`src/rtl/mac_stream_ctrl.sv`:
```
// mac_stream_ctrl: sequences column reads into 3x3 windows for the mac datapath.
// Optional drain watchdog enabled by defining MAC_CTRL_TIMEOUT_EN.
`timescale 1ns/1ps
module mac_stream_ctrl #(
  parameter int AW      = 17,
  parameter int MAC_LAT = 4,
  parameter int TIMEOUT = 64
) (
  input  logic          clk,
  input  logic          i_rst,
  input  logic          i_start,
  input  logic [AW-1:0] i_len,
  output logic          o_mem_ren,
  output logic [AW-1:0] o_mem_addr,
  input  logic [23:0]   i_img_rdata,
  input  logic [23:0]   i_wgt_rdata,
  output logic [71:0]   o_win_im,
  output logic [35:0]   o_win_ker,
  output logic          o_mac_valid,
  input  logic          i_mac_valid,
  input  logic [15:0]   i_mac_conv,
  output logic          o_wr_en,
  output logic [AW-1:0] o_wr_addr,
  output logic [15:0]   o_wr_data,
  output logic          o_busy,
  output logic          o_done,
  output logic          o_err,
  output logic          o_timeout
);

  typedef enum logic [1:0] {
    IDLE,
    READ,
    DRAIN,
    DONE
  } state_t;

  state_t state_q;
  state_t state_d;

  logic [AW-1:0] n_len;
  logic [AW-1:0] wr_cnt;
  logic [AW-1:0] wr_nxt;
  logic          rvalid;
  logic [1:0]    cols;
  logic          start_ok;
  logic          start_bad;
  logic          last_addr;
  logic          wr_fire;
  logic          drain_done;
  logic          wd_fire;

  // Weight lanes only carry a nibble; upper nibbles are don't-care.
  logic unused_wgt;
  assign unused_wgt = ^{i_wgt_rdata[23:20],
                        i_wgt_rdata[15:12],
                        i_wgt_rdata[7:4]};

  // State register.
  always_ff @(posedge clk or posedge i_rst) begin
    if (i_rst) state_q <= IDLE;
    else       state_q <= state_d;
  end

  // Next-state decode and per-cycle strobes.
  always_comb begin
    state_d    = state_q;
    start_ok   = 1'b0;
    start_bad  = 1'b0;
    last_addr  = (o_mem_addr == n_len - AW'(1));
    wr_fire    = i_mac_valid &&
                 (state_q == READ || state_q == DRAIN);
    wr_nxt     = wr_cnt + AW'(wr_fire);
    drain_done = (wr_nxt >= n_len - AW'(2));
    unique case (state_q)
      IDLE: begin
        if (i_start) begin
          if (i_len >= AW'(3)) begin
            start_ok = 1'b1;
            state_d  = READ;
          end else begin
            start_bad = 1'b1;
          end
        end
      end
      READ: begin
        if (last_addr) state_d = DRAIN;
      end
      DRAIN: begin
        if (drain_done || wd_fire) state_d = DONE;
      end
      DONE: begin
        state_d = IDLE;
      end
      default: state_d = IDLE;
    endcase
  end

  // Pass control: length latch, read addressing, status pulses.
  always_ff @(posedge clk or posedge i_rst) begin
    if (i_rst) begin
      n_len      <= '0;
      o_mem_ren  <= 1'b0;
      o_mem_addr <= '0;
      o_busy     <= 1'b0;
      o_done     <= 1'b0;
      o_err      <= 1'b0;
    end else begin
      o_err  <= start_bad;
      o_done <= 1'b0;
      if (start_ok) begin
        n_len      <= i_len;
        o_busy     <= 1'b1;
        o_mem_ren  <= 1'b1;
        o_mem_addr <= '0;
      end
      if (state_q == READ) begin
        if (last_addr) o_mem_ren <= 1'b0;
        else o_mem_addr <= o_mem_addr + AW'(1);
      end
      if (state_q == DRAIN && state_d == DONE) begin
        o_busy <= 1'b0;
        o_done <= 1'b1;
      end
    end
  end

  // Result capture into the output buffer.
  always_ff @(posedge clk or posedge i_rst) begin
    if (i_rst) begin
      o_wr_en   <= 1'b0;
      o_wr_addr <= '0;
      o_wr_data <= '0;
      wr_cnt    <= '0;
    end else begin
      o_wr_en <= wr_fire;
      if (wr_fire) begin
        o_wr_addr <= wr_cnt;
        o_wr_data <= i_mac_conv;
      end
      if (start_ok) wr_cnt <= '0;
      else if (wr_fire) wr_cnt <= wr_nxt;
    end
  end

  // Column shift into the sliding window; valid once three columns are in.
  always_ff @(posedge clk or posedge i_rst) begin
    if (i_rst) begin
      rvalid      <= 1'b0;
      cols        <= '0;
      o_mac_valid <= 1'b0;
      o_win_im    <= '0;
      o_win_ker   <= '0;
    end else begin
      rvalid      <= o_mem_ren;
      o_mac_valid <= rvalid && (cols == 2'd2);
      if (start_ok) cols <= '0;
      else if (rvalid && cols != 2'd2) cols <= cols + 2'd1;
      if (rvalid) begin
        for (int r = 0; r < 3; r++) begin
          o_win_im[24*r +: 8]    <= o_win_im[24*r+8 +: 8];
          o_win_im[24*r+8 +: 8]  <= o_win_im[24*r+16 +: 8];
          o_win_im[24*r+16 +: 8] <= i_img_rdata[8*r +: 8];
          o_win_ker[12*r +: 4]   <= o_win_ker[12*r+4 +: 4];
          o_win_ker[12*r+4 +: 4] <= o_win_ker[12*r+8 +: 4];
          o_win_ker[12*r+8 +: 4] <= i_wgt_rdata[8*r +: 4];
        end
      end
    end
  end

`ifdef MAC_CTRL_TIMEOUT_EN
  // Never fire before a legitimately slow mac result could arrive.
  localparam int WD_LIM = (TIMEOUT > MAC_LAT) ? TIMEOUT : MAC_LAT + 1;
  localparam int WDW    = $clog2(WD_LIM + 1);

  logic [WDW-1:0] wd_cnt;

  assign wd_fire = (state_q == DRAIN) && !i_mac_valid &&
                   (wd_cnt == WDW'(WD_LIM - 1));

  // Drain watchdog: idle DRAIN cycles since last result; sticky flag.
  always_ff @(posedge clk or posedge i_rst) begin
    if (i_rst) begin
      wd_cnt    <= '0;
      o_timeout <= 1'b0;
    end else begin
      if (state_q != DRAIN || i_mac_valid) wd_cnt <= '0;
      else wd_cnt <= wd_cnt + WDW'(1);
      if (start_ok) o_timeout <= 1'b0;
      else if (wd_fire && !drain_done) o_timeout <= 1'b1;
    end
  end
`else
  logic unused_cfg;
  assign unused_cfg = ^{MAC_LAT, TIMEOUT};
  assign wd_fire    = 1'b0;
  assign o_timeout  = 1'b0;
`endif

endmodule

```
`config.mk`:
```
export PLATFORM = sky130hd
export DESIGN_NAME = mac_stream_ctrl
export DESIGN_NICKNAME = d
export VERILOG_FILES = /design/src/rtl/mac_stream_ctrl.sv
export SDC_FILE = /design/constraint.sdc
export NUM_CORES = 1
export LEC_CHECK = 0
export BUFFER_PORTS_ARGS = -buffer_cell sky130_fd_sc_hd__buf_2
export CAP_MARGIN = 20
export CORE_MARGIN = 10
export CORE_UTILIZATION = 57
export DETAILED_ROUTE_END_ITERATION = 10
export PLACE_DENSITY_LB_ADDON = 0.3
export SLEW_MARGIN = 10
export SYNTH_ARGS = -nofsm -noshare
export SYNTH_HDL_FRONTEND = slang
export SYNTH_SLANG_ARGS = --single-unit
```
`constraint.sdc`:
```
create_clock -name clk -period 17.79 [get_ports clk]
set_input_delay 0.8895 -clock clk [delete_from_list [all_inputs] [get_ports clk]]
set_output_delay 0.8895 -clock clk [all_outputs]
set_load 0.01 [all_outputs]
```
==> qor.yml <==
status: "complete, no violations"
grt_max_degree: 130
drc_errors: 0
antenna_found_initial: 1
min_path_type: "flop to flop"
clk_pin_slew_worst_paths_ps: 60
fin_hold_ws_ps: 415
first_global_vias: 6872
clk_latency_ps: 490
hold_path_startpoint: "o_mem_ren$_DFF_PP0_"
fin_setup_tns_ps: 0
cp.arrival_ps: 4860
viasPerCell: 5.39
ant_nets: 0
die_h_um: 149
fin_nets: 1167
synth-seq-cells: 203
leakage_uw: 0.00571
path_buf_inv: 3
fp.coreArea_mm2: 0.0165
synth.distinct_cells: 56
worst_clock_skew_ps: 17.7
overflow: 0
critical_path_peak_fanout: 45
path_class: "flop to flop"
post-route-period-util_pct: 25.2
cp-start-kind: "flop"
cts_setup_buffers: 0
layout.cells.most_common_list: "236 x buf_2, 202 x dfrtp_1, 145 x nand2_1, 122 x mux2_2, 39 x nor2_1"
max_freq_mhz: 223
rows: 47
drive_gt1_share_pct: 38.6
synth-async-reset-ratio_pct: 100
cp-startpoint: "state_q[0]$_DFF_PP0_"
first_pass_iters: 5
max-slew-margin-rel_pct: 25.7
finalHoldViolCount: 0
vdd_drop_max_v: 0.0000849
cts_tree: "done"
die-area_mm2: 0.0223
die_w_um: 149
placedCellCount: 1252
gp_congestion: 0.900
cts_made_buffers: 21
crit_slowest_cell: "nor4_1"
synth_seq_area_share_pct: 53.4
cp_top_family: "simple AND/OR/NAND/NOR gates"
clockBufferDepth: 3
wl_per_cell_um: 18.0
grtUsageTotal_pct: 20.0
layout_commonest_cell: "buf_2"
avgSynthCellArea_um2: 11.4
tightest_slew_ps: 1120
syn2layout_area_growth_pct: 21.2
htree_levels: 1
synth_fp_nets: 946
p_per_area_mw_per_mm2: 123
numPortBuffers: 236
maxSlewViolCount: 0
initial_core_util_pct: 57.8
syn_area_mm2: 0.00952
drv_cap: 0
end_kind: "flop"
synth-main-ff-cell: "dfrtp_1"
synth_edf_count: 0
syn-instance-count: 834
critical_path_required_ps: 18180
rsz0062_at_grt: "false"
routed_wl_mm: 23.2
boundaryPins: 250
grt_pass1_wl_mm: 36.4
final.min_clock_period_ps: 4480
ys_warn_count: 0
r2r-start: "state_q[0]$_DFF_PP0_"
clock-sinks: 203
crit_chain: "inv_1 -> ha_1 -> nand2_1 -> inv_1 -> buf_4 -> ha_1 -> nand3_1 -> nor4_1 -> and3_1 -> nand3_1 -> nor2_1 -> xor2_1 -> ha_1 -> nand3_1 -> o31ai_1 -> a211oi_1 -> o21ai_0 -> nand3b_1 -> o31a_1 -> a21o_1"
worst_path_largest_cell_delay_ps: 550
place_hpwl_mm: 16.9
fin_cells: 1290
root_buffer: "clkbuf_16"
drtIter0Drc: 434
num_vias: 6952
finalSetupViolations: 0
postCtsHoldBufs: 0
cts_resized: 0
synth_stat cells (13+ instances only):
master / count / area, um2
o21ai_0: 16 / 80.1
dfrtp_1: 203 / 5080
a21oi_1: 14 / 70.1
ha_1: 27 / 338
nand3_1: 15 / 75.1
xor2_1: 28 / 245
and3_1: 13 / 81.3
clkbuf_1: 27 / 101
nor2_1: 40 / 150
xnor2_1: 36 / 315
mux2_2: 122 / 1370
nand2_1: 145 / 544
per-stage QoR:
step / utilization (%) / power, uW / cell area [um2] / setup slack [ps]
after floorplan: - / 873 / 9520 / 11360
after global placement: 65.9 / 983 / 10900 / 13220
after detailed placement: 65.9 / 996 / 10900 / 13170
after CTS: 70.0 / 1430 / 11500 / 13340
after global routing: 70.0 / 1500 / 11500 / 12710
final: 70.0 / 1420 / 11500 / 13310
layout make-up:
class,count,area (um2)
flip-flops and latches,203,5080
fillers,1231,4940
multi-input cells,574,4210
repair buffers,243,1230
clock buffers,27,568
well taps,220,275
clock inverters,10,109
inverters,12,52.6
diodes,1,2.50
logic make-up after synthesis:
| kind of cell | Yosys count | synth area share (%) |
|---|---|---|
| simple gates | 277 | 13.7 |
| flops | 203 | 53.4 |
| mux | 132 | 15.5 |
| compound gates | 72 | 5.13 |
| xor+xnor | 65 | 6.13 |
| buf+inv | 57 | 2.51 |
| fa+ha+maj | 27 | 3.55 |
| other cells | 1 | 0.0394 |
power by group:
part           total (uW)  internal, uW  switching (uW)  leakage, uW
clock                 431           255             176     0.000331
combinational         381           168             212      0.00288
sequential            607           524            82.9      0.00250
total                1420           947             471      0.00571
layer usage:
layer	up-vias	part of all wire (%)	track usage (%)	routed length (um)
li1	3321	-	-	-
met1	3394	43	25.3	9860
met2	214	50	34.3	11500
met3	23	6.6	4.34	1530
met4	0	1.1	4.32	250
met5	-	0	0	0
flip-flops by register name (all words and copies together), names as in the netlist:
register / count
cols: 2
n_len: 17
o_busy: 1
o_done: 1
o_err: 1
o_mac_valid: 1
o_mem_addr: 17
o_mem_ren: 1
o_win_im: 72
o_win_ker: 36
o_wr_addr: 17
o_wr_data: 16
o_wr_en: 1
rvalid: 1
state_q: 2
wr_cnt: 17
path summary, 6_finish.rpt:
kind	endpoint	depth (start not counted)	slack (ps)
max	o_busy$_DFFE_PP0P_	20	13310
min	rvalid$_DFF_PP0_	0	410
max reg2reg	o_busy$_DFFE_PP0P_	20	13310
min reg2reg	rvalid$_DFF_PP0_	0	410
max in group asynchronous	o_win_im[71]$_DFFE_PP0P_	3	15710
min in group asynchronous	o_wr_data[1]$_DFFE_PP0P_	2	630
(Power assumes the default switching activity.)
